$ cat src/rtl/em_tag_encoder.sv
// EM4100-family tag emulator: frames a parity-protected ID and streams it
// as Manchester or biphase symbols with a start/busy/done handshake.
module em_tag_encoder #(
    parameter int DATA_BITS   = 40,
    parameter int HEADER_BITS = 9,
    parameter int BIT_PERIOD  = 64
) (
    input  logic                 clk,
    input  logic                 rst_n,
    input  logic                 start,
    input  logic                 stop,
    input  logic                 mode,
    input  logic [7:0]           repeat_count,
    input  logic [DATA_BITS-1:0] data,
    output logic                 busy,
    output logic                 done,
    output logic                 q,
    output logic                 q_en
);
    localparam int NIBBLES    = DATA_BITS / 4;
    localparam int FRAME_BITS = HEADER_BITS + 5 * NIBBLES + 5;
    localparam int BW         = $clog2(FRAME_BITS);
    localparam int PW         = $clog2(BIT_PERIOD);

    localparam logic [BW-1:0] LAST_BIT = BW'(FRAME_BITS - 1);
    localparam logic [PW-1:0] LAST_PER = PW'(BIT_PERIOD - 1);
    localparam logic [PW-1:0] HALF     = PW'(BIT_PERIOD / 2);

    localparam logic [1:0] IDLE = 2'd0;
    localparam logic [1:0] SEND = 2'd1;
    localparam logic [1:0] FIN  = 2'd2;

    logic [1:0]           state;
    logic [DATA_BITS-1:0] data_r;
    logic                 mode_r;
    logic                 cont_r;
    logic [7:0]           frames_left;
    logic                 stop_pend;
    logic [BW-1:0]        bit_cnt;
    logic [PW-1:0]        per_cnt;
    logic                 level;

    // Frame vector, index 0 is the first bit on the line.
    logic [FRAME_BITS-1:0] frame;
    logic [3:0]            nib;
    logic [3:0]            col;

    always_comb begin
        frame = '0;
        nib   = '0;
        col   = '0;
        for (int i = 0; i < HEADER_BITS; i++)
            frame[i] = 1'b1;
        for (int r = 0; r < NIBBLES; r++) begin
            nib = data_r[DATA_BITS-1-4*r -: 4];
            for (int k = 0; k < 4; k++)
                frame[HEADER_BITS + 5*r + k] = nib[3-k];
            frame[HEADER_BITS + 5*r + 4] = ^nib;
            col = col ^ nib;
        end
        for (int j = 0; j < 4; j++)
            frame[HEADER_BITS + 5*NIBBLES + j] = col[3-j];
    end

    logic          per_wrap;
    logic          frame_end;
    logic          last_frame;
    logic [PW-1:0] per_nxt;
    logic [BW-1:0] bit_nxt;
    logic          b_nxt;
    logic          lvl_nxt;
    logic          q_nxt;

    always_comb begin
        per_wrap   = (per_cnt == LAST_PER);
        frame_end  = per_wrap && (bit_cnt == LAST_BIT);
        per_nxt    = per_wrap ? '0 : per_cnt + 1'b1;
        bit_nxt    = per_wrap ? (frame_end ? '0 : bit_cnt + 1'b1) : bit_cnt;
        b_nxt      = frame[bit_nxt];
        lvl_nxt    = level ^ ((per_nxt == '0) || ((per_nxt == HALF) && !b_nxt));
        q_nxt      = mode_r ? lvl_nxt : (b_nxt ^ (per_nxt >= HALF));
        last_frame = cont_r ? (stop_pend || stop) : (frames_left == 8'd1);
    end

    always_ff @(posedge clk) begin
        if (!rst_n) begin
            state       <= IDLE;
            data_r      <= '0;
            mode_r      <= 1'b0;
            cont_r      <= 1'b0;
            frames_left <= '0;
            stop_pend   <= 1'b0;
            bit_cnt     <= '0;
            per_cnt     <= '0;
            level       <= 1'b0;
            busy        <= 1'b0;
            done        <= 1'b0;
            q           <= 1'b0;
            q_en        <= 1'b0;
        end else begin
            done <= 1'b0;
            case (state)
                IDLE, FIN: begin
                    stop_pend <= 1'b0;
                    if (start) begin
                        data_r      <= data;
                        mode_r      <= mode;
                        cont_r      <= (repeat_count == 8'd0);
                        frames_left <= repeat_count;
                        bit_cnt     <= '0;
                        per_cnt     <= '0;
                        // First symbol is a header 1: Manchester high half, biphase level 0->1.
                        level       <= 1'b1;
                        q           <= 1'b1;
                        q_en        <= 1'b1;
                        busy        <= 1'b1;
                        state       <= SEND;
                    end else begin
                        state <= IDLE;
                    end
                end
                SEND: begin
                    if (cont_r && stop)
                        stop_pend <= 1'b1;
                    if (frame_end && last_frame) begin
                        state   <= FIN;
                        done    <= 1'b1;
                        busy    <= 1'b0;
                        q_en    <= 1'b0;
                        q       <= 1'b0;
                        level   <= 1'b0;
                        bit_cnt <= '0;
                        per_cnt <= '0;
                    end else begin
                        per_cnt <= per_nxt;
                        bit_cnt <= bit_nxt;
                        level   <= lvl_nxt;
                        q       <= q_nxt;
                        if (frame_end && !cont_r)
                            frames_left <= frames_left - 8'd1;
                    end
                end
                default: state <= IDLE;
            endcase
        end
    end
endmodule

$ cat config.mk
export PLATFORM = sky130hd
export DESIGN_NAME = em_tag_encoder
export DESIGN_NICKNAME = d
export VERILOG_FILES = /design/src/rtl/em_tag_encoder.sv
export SDC_FILE = /design/constraint.sdc
export NUM_CORES = 1
export LEC_CHECK = 0
export ABC_AREA = 1
export CAP_MARGIN = 20
export CORE_ASPECT_RATIO = 0.6
export CORE_MARGIN = 2
export CORE_UTILIZATION = 45
export DETAILED_ROUTE_END_ITERATION = 7
export PLACE_DENSITY_LB_ADDON = 0.25
export SLEW_MARGIN = 20
export SYNTH_ARGS = -nofsm -noshare
export SYNTH_HDL_FRONTEND = slang
export SYNTH_SLANG_ARGS = --single-unit
$ cat constraint.sdc
create_clock -name clk -period 5.3 [get_ports clk]
set_clock_uncertainty 0.15 [all_clocks]
set_input_delay 1.06 -clock clk [delete_from_list [all_inputs] [get_ports clk]]
set_output_delay 1.06 -clock clk [all_outputs]
set_load 0.01 [all_outputs]
* Yosys cells after proc, flatten, opt, wreduce, memory -nomap -nowiden
Cells that the tools add are included.
** Storage, ports and cells
- Bits in registers :: 69
- Bits of input ports :: 53
- Word-level logic and storage cells :: 98
** Operators by class
- Add/subtract/negate cells :: 3
- $lt $le $gt $ge :: 2
- Equal/unequal tests :: 11
- Muxes and demuxes :: 29
- Bitwise logic cells :: 11
- Reduce and logical (&&, ||, !) cells :: 30
** Operators by type and width (number)
- $reduce_xor A4 Y1 :: 10
- $mux W6 :: 6
- $xor A4 B4 Y4 :: 9
- $mux W8 :: 3
- $pmux W6 S2 :: 2
- $eq A6 B6 Y1 const B :: 3
- $pmux W8 S2 :: 1
- $add A6 B1 Y6 const B :: 2
- $mux W1 :: 10
- $ne A2 B2 Y1 const B :: 5
- $eq A8 B1 Y1 const B :: 1
- $logic_not A8 Y1 :: 1
- $pmux W1 S2 :: 4
- $reduce_and A2 Y1 :: 4
- $sub A8 B1 Y8 const B :: 1
- $lt A6 B7 Y1 const B :: 1
- $bmux W1 S6 :: 1
- $ge A6 B6 Y1 const B :: 1
- $logic_not A6 Y1 :: 1
- $logic_and A1 B1 Y1 :: 5
- $pmux W2 S2 :: 1
- $reduce_and A4 Y1 :: 1
- $reduce_and A3 Y1 :: 1
- $eq A2 B1 Y1 const B :: 1
- other kinds (8) :: 11

* Longest topological paths before layout
Gate-level depths: netlist of run 1.
- Depth after elaboration :: 18
- Mapped depth :: 22
- Mapped depth without buffers :: 22

* Worst setup path after synthesis of run 1
No wires, ideal clock.
- Path kind :: in2reg
- Start point :: in start
- End point :: reg frames_left[7]
- Library setup time :: 74 ps
- Arrival time :: 2119 ps
- Slack :: 2957 ps
- Stages :: 9
- Path buffers :: 1
- Cell sequence :: nand2_1 -> nand2_1 -> inv_1 -> a21oi_1 -> nand2_1 -> inv_1 -> clkbuf_1 -> o21ai_0 -> a31oi_1
** Between the ends
- Word-level cells in the longest chain between the ends :: 2
** Ends and longest elaborated chain
- start: declaration :: line 10 : input logic start,
- $ne A2 B2 Y1 (no source line)
- $reduce_and A4 Y1 (no source line)
- end signal: assignment :: line 109 : frames_left <= repeat_count;
- end signal: assignment :: line 140 : frames_left <= frames_left - 8'd1;
- end: declaration :: line 37 : logic [7:0] frames_left;
Every way passes these cells.
A chain may end at the register's enable or synchronous reset.

* Worst setup path after layout of run 1
- Start point :: reg per_cnt[0]
- End point :: reg q
** Between the ends
- Word-level cells in the longest chain between the ends :: 13
- Elaborated cells on any way between the ends :: 20
- Classes of those cells :: 1 x add/sub; 1 x order compare; 2 x eq/ne; 8 x mux; 2 x bitwise; 6 x reduce/logical
** Ends and longest elaborated chain
- start: declaration :: line 40 : logic [PW-1:0] per_cnt;
- start signal: assignment :: line 135 : per_cnt <= per_nxt;
- $eq A6 B6 Y1 :: line 75 : per_wrap = (per_cnt == LAST_PER);
- $logic_and A1 B1 Y1 :: line 76 : frame_end = per_wrap && (bit_cnt == LAST_BIT);
- $mux W6 (2 in series) :: line 78 : bit_nxt = per_wrap ? (frame_end ? '0 : bit_cnt + 1'b1) : bit_cnt;
- $bmux W1 S6 :: line 79 : b_nxt = frame[bit_nxt];
- $mux W1 (implied by the code) :: line 79
- $logic_not A1 Y1 :: line 80 : lvl_nxt = level ^ ((per_nxt == '0) || ((per_nxt == HALF) && !b_nxt));
- $logic_and A1 B1 Y1 :: line 80
- $logic_or A1 B1 Y1 :: line 80
- $xor A1 B1 Y1 :: line 80
- $mux W1 :: line 81 : q_nxt = mode_r ? lvl_nxt : (b_nxt ^ (per_nxt >= HALF));
- $mux W1 * :: line 125 : if (frame_end && last_frame) begin
- $pmux W1 S2 * :: line 102 : case (state)
- end signal: assignment :: line 138 : q <= q_nxt;
- end: declaration :: line 17 : output logic q,
Every way passes the cells marked *; elsewhere a longest branch is shown, timed or not. The select of a mux whose other input is x is not followed.

==> summary.md, run 1 <==
| Metric | Value |
|---|---|
| Residual DRC count | 0 |
| CP Capture Type | register |
| Synth area leader | dfxtp_1 |
| Final Wtd Congestion | around 0.9 |
| Worst Setup Start Kind | register |
| Final instance area | 0.00526 mm2 |
| Total GRT Usage | 23.6% |
| Dpl cell area | approximately 0.0050 mm2 |
| Worst endpoint data arrival time | approximately 3300 ps |
| Post-CTS Hold Buffers | 0 |
| First-pass GRT wire length | 19,900 um |
| Clock-pin slew on the worst setup and hold paths | 50 ps |
| ANT nets after route | 0 |
| Max-slew violation count | 0 |
| Initial antenna violation count | 0 |
| Hold crit path type | register to register |
| FP Rows | 27 |
| Register bit total from synthesis | 69 |
| Unrepaired setup endpoints after global routing | no |
| Seq. cell area | 0.00138 mm2 |
| Fmax | slightly above 300 MHz |
| Placement Setup Slack | 1730 ps |
| Core ar. | between 0.009 and 0.01 mm2 |
| CP max FO | 20 |
| Fin. Hold Viols | 0 |
| P&R area growth vs syn | 19.8% |
| Worst flop-to-flop path endpoint | q |
| Most frequent cell after synthesis | nand2_1 |
| Multi-input logic area | about 0.0026 mm2 |
| Distinct cells, synth | 36 |
| Drt wl/cell | 13.9 um |
| Crit share post-route | 60.5% |
| R2R cell count | 17 |
| Hold path depth | 2 |
| Syn_area_per_cell | 6.55 um2 |
| Final setup viols | 0 |
| Share of the synthesized area in the top cell type | 31.4% |
| Net count, final | roughly 770 |
| CTS Buf Count | 9 |
| Minimum clock period | 3210 ps |
| Outcome | finished, final reports clean |
| Final Worst Setup Slack | between 2000 and 2500 ps |
| Crit Reg-Reg Startpoint | per_cnt[0] |
| Post-DP HPWL | around 8600 um |
| Power Dens Cells | roughly 300 mW/mm2 |
| Drt initial violations | 440 |
| Input/output buffers | 56 |
| Slew of the pin with the lowest slew margin | 864 ps |
| Hold_sp | state[0] |
| Top cells by area, synth | dfxtp_1, nand2_1, o21ai_0 |
| Register area share after synthesis | 31.4% |
| Clock root buffer master | clkbuf_16 |
| Vias per cell | 5.20 |
| Post-Route WL | roughly 12,000 um |
| Required @ worst endpoint | around 5400 ps |
| Max-Cap Viols | 0 |
| Fin Setup TNS | 0 ps |
| Hold endpoint | stop_pend |
| Overall die height | just over 80 um |
| Vias in the first global route | 4,029 |
| H-Tree Level Count | 3 |
| Syn nets | 728 |
| Clk sinks | 69 |
| CTS resizes | 0 |
| Pre-antenna DRT Iters | 5 |
| Ys async rst share | 0% |
| Crit path kind | register to register |
| Deepest clock path buffer count | 2 |
| Starting Density | 47.1% |
| Top cells by count, synth | nand2_1, inv_1, dfxtp_1, o21ai_0, nor2_1 |
| Clk Latency, worst-skew pair | 340 ps |
| Slew margin rel. | a little over two fifths |
| Number of synthesized flops with an enable pin | 0 |
| Top_reg_cell synth | dfxtp_1 |
| Post-CTS Setup Bufs | 0 |
| Synthesized area | 0.00439 mm2 |
| Die span in x | 132 um |
| CTS tree | done |
| Antenna cell count | 0 |
| Share of layout cells above drive strength 1 | 4.63% |
| Fillers | just over 900 |
| Yosys Warn Count | 0 |
| Leak pwr | 2.22 nW |
| Hold Worst Slack | approximately 310 ps |
| Vias post-DR | 4,385 |
| I/O pin cnt | 57 |
| Pin count of the biggest net entering global routing | 72 |
| Synth Instances | 671 |
| Area of the die | around 0.011 mm2 |
| Worst vdd ir | 0.151 mV |
| R2R setup slack | 2090 ps |
| GR Overflow Total | 0 |
## cell type report
class                           count  share of cell area (%)
Timing Repair Buffer               59                    11.1
Tap cell                          130                    3.09
Clock inverter                      4                   0.904
Clock buffer                       12                    4.68
Multi-Input combinational cell    492                    48.5
Inverter                           77                    5.49
Sequential cell                    69                    26.3
## worst max-delay path, stage by stage, from the launching register on
cell      delay [ps]
dfxtp_1          330
ha_1             240
nand3_2          150
nor2_8            70
o21ai_2          670
inv_1            370
o211ai_1         270
nand3_1          110
nand2_1          100
nand2_1           50
nand2_1           50
nor2_1            50
nand2_2          110
nand3_2           80
nand3_1           90
nand4_1          100
nand2_1           70
inv_1             30
## routing by layer
layer	vias to the layer above	GRT usage, %	routed length [um]
met1	1981	34.8	5950
met5	-	0	0
met4	0	6.09	112
met2	158	34.2	4670
li1	2233	-	-
met3	13	5.43	1010
## kinds of logic after synthesis
group | synth area share (%)
fa+ha+maj | 1.14
compound gates | 18.5
xor+xnor | 11.0
buf+inv | 10.5
simple gates | 27.4
flops | 31.4
## state kept, by name, indices dropped and copies added, names as in the netlist
register     cells
frames_left      8
cont_r           1
mode_r           1
per_cnt          6
q                1
q_en             1
bit_cnt          6
stop_pend        1
done             1
state            2
data_r          40
level            1
## layout by cell type (no fill, tap or decap), types with 2 or more instances in the layout
| cell type | instances |
|---|---|
| inv_1 | 73 |
| nand2_2 | 5 |
| xor2_1 | 16 |
| nand4_1 | 4 |
| o21ai_1 | 5 |
| nor4_1 | 3 |
| clkdlybuf4s50_1 | 56 |
| nor3_1 | 3 |
| a21oi_1 | 57 |
| dfxtp_1 | 69 |
| xnor2_1 | 36 |
| clkinv_2 | 2 |
| a31oi_1 | 7 |
| nand3_1 | 45 |
| buf_4 | 3 |
| clkbuf_16 | 9 |
| inv_2 | 2 |
| nand2_1 | 157 |
| a211oi_1 | 2 |
| nand3_2 | 3 |
| clkinv_1 | 2 |
| nor2_1 | 59 |
| o21ai_0 | 66 |
| ha_1 | 4 |
| clkbuf_1 | 2 |
| o211ai_1 | 9 |
## how the worst max path moves through the flow
stage | start | end | slack, ps
global placement | start | frames_left[3] | 1870
CTS | start | frames_left[7] | 2080
floorplan | start | frames_left[7] | 2960
global route | per_cnt[0] | q | 1770
finish | per_cnt[0] | q | 2090
detailed placement | start | frames_left[7] | 1730
## stage by stage
step | cells | power, W | utilization (%)
floorplan | 671 | 0.000844 | -
global placement | 827 | 0.000937 | 53.3
detailed placement | 827 | 0.000952 | 53.3
CTS | 843 | 0.00155 | 56.4
global route | 843 | 0.00164 | 56.4
finish | 843 | 0.00155 | 56.4
## power breakdown
part / internal [W] / switching (W) / total, W
Clock: 0.000376 / 0.000225 / 0.000601
Sequential: 0.000558 / 0.0000518 / 0.000610
Combinational: 0.000153 / 0.000183 / 0.000336
Note: power is estimated with default switching activity, not from simulation.
==> run 2, diff against run 1 <==
==> constraint.sdc (replaced) <==
create_clock -name clk -period 2.61 [get_ports clk]
set_clock_uncertainty 0.15 [all_clocks]
set_input_delay 0.522 -clock clk [delete_from_list [all_inputs] [get_ports clk]]
set_output_delay 0.522 -clock clk [all_outputs]
set_load 0.01 [all_outputs]
==> run 2 against run 1 <==
Compared with the run above:
- die area unchanged
- sequential share of layout area decreased by 1.2 points
- register-to-register slack got worse by 2000 ps
- setup slack got worse by 2000 ps
- non-clock buffer count increased by 21
- largest power group is now the clock network
- cell count increased by 2.6%
- cell area increased by 5.7%
- critical path depth increased by 1
- maximum frequency increased by 25%
- core utilization increased by 3.2 points
==> summary.md, run 2 (synthesis gave the netlist of run 1 again) <==
| Metric | Value |
|---|---|
| Outcome | finished, final reports clean |
| Fin. Hold Viols | 0 |
| Fillers | 888 |
| I/O pin cnt | 57 |
| Starting Density | 47.1% |
| Clk Latency, worst-skew pair | 340 ps |
| CP Capture Type | register |
| Vias in the first global route | 4,178 |
| Unrepaired setup endpoints after global routing | yes |
| Top Registers | data_r (40), frames_left (8) |
| Die span in x | 132 um |
| Worst endpoint data arrival time | 2640 ps |
| Residual DRC count | 0 |
| Share of layout cells above drive strength 1 | approximately a tenth |
| Area of the die | 0.0106 mm2 |
| Drt wl/cell | 14.8 um |
| Power Dens Cells | 576 mW/mm2 |
| Hold crit path type | register to register |
| CP max FO | 8 |
| Leak pwr | between 2 and 2.5 nW |
| Antenna cell count | 0 |
| Crit path kind | register to register |
| Worst Setup Start Kind | register |
| Deepest clock path buffer count | 2 |
| Required @ worst endpoint | 2690 ps |
| Worst vdd ir | 0.283 mV |
| Pin count of the biggest net entering global routing | 38 |
| Clock root buffer master | clkbuf_16 |
| Input/output buffers | 56 |
| Total power draw | 0.00320 W |
| Clk sinks | 69 |
| Hold Worst Slack | 325 ps |
| CTS Buf Count | 9 |
| Fin Setup TNS | 0 ps |
| Post-DP HPWL | about 9300 um |
| CTS tree | done |
| Util after Layout | around three fifths |
| Crit share post-route | 98.0% |
| FP Rows | 27 |
| Seq. cell area | 0.00139 mm2 |
| Max reg flops | 40 |
| Initial antenna violation count | 0 |
| Most common cell after layout, fill and taps aside | nand2_1 |
| P&R area growth vs syn | 26.5% |
| Fmax | roughly 390 MHz |
| Max-Cap Viols | 0 |
| Drt initial violations | 401 |
| Vias per cell | 5.28 |
| Most flops, register | data_r |
| Max-slew violation count | 0 |
| Pre-antenna DRT Iters | 5 |
| GR Overflow Total | 0 |
| H-Tree Level Count | 3 |
| Clock-pin slew on the worst setup and hold paths | 60 ps |
| Core ar. | 0.00932 mm2 |
| Slew margin rel. | 66.2% |
| First-pass GRT wire length | 20,700 um |
| ANT nets after route | 0 |
| Vias post-DR | approximately 4.6k |
| Minimum clock period | 2560 ps |
| Post-Route WL | 12,800 um |
| Most frequent cells in the layout | nand2_1, inv_1, dfxtp_1 |
| Net count, final | 787 |
| Final setup viols | 0 |
| Final Wtd Congestion | 0.910 |
| Multi-input logic area | 0.00264 mm2 |
| Total GRT Usage | 24.8% |
| Slew of the pin with the lowest slew margin | 505 ps |
| Overall die height | 80.5 um |
run 2: changes by cell type in the layout (fill, tap and decap cells not counted), moves of 3 or more:
cell and delta:
buf_4 +17, dfxtp_1 -4, buf_6 +3, o21ai_0 -3
o21ai_1 +3
run 2: layer usage:
metal / vias up / part of all wire [%] / wire, um / track usage (%)
li1: 2284 / - / - / -
met1: 2093 / 51 / 6530 / 36.6
met2: 162 / 40 / 5100 / 35.2
met3: 25 / 7.8 / 999 / 6.00
met4: 0 / 1.7 / 214 / 7.28
met5: - / 0 / 0 / 0
run 2: where the power goes:
group / switching, W / internal, W
clock: 0.000466 / 0.000793
combinational: 0.000385 / 0.000320
sequential: 0.000108 / 0.00113
run 2: cell type report:
cell class                      instances  area share (%)
Multi-Input combinational cell        493            47.5
Sequential cell                        69            25.0
Timing Repair Buffer                   80            13.8
Inverter                               77            5.31
Clock buffer                           13            4.68
Tap cell                              130            2.93
Clock inverter                          3           0.788
run 2: metrics by stage:
stage / std cells / worst slack (ps) / cell area (um2)
CTS: 854 / 3.58 / 5390
global placement: 838 / 69.2 / 5060
detailed placement: 838 / -75.8 / 5060
finish: 865 / 53.0 / 5560
floorplan: 671 / 285 / 4390
global route: 865 / -68.2 / 5560
run 2: final timing paths:
check                   from          to  slack, ps  depth (start not counted)
hold reg to reg   bit_cnt[5]  bit_cnt[5]        330                          2
hold / removal    bit_cnt[5]  bit_cnt[5]        330                          2
setup reg to reg  per_cnt[0]       level         50                         18
setup / recovery  per_cnt[0]       level         50                         18
run 2: timing repair:
action / in CTS / in global routing
resized for setup: 6 / 24
hold buffers: 0 / 0
gates cloned: 0 / 1
pin swaps: 3 / 6
endpoints found under the setup margin: 3 / 9
setup buffers: 0 / 10
run 2: worst max-delay path, cell delays in order (launching register included):
cell,delay (ps)
dfxtp_4,360
ha_4,160
nand3_4,110
nor2_8,60
buf_4,140
o21ai_2,230
inv_2,160
a21oi_1,180
o21ai_0,110
nand3_1,90
nand3_1,90
nand3_1,110
nand2_2,80
nand3_2,90
nand2_1,50
nand2_1,80
nand3_1,70
nand3_1,80
inv_1,50
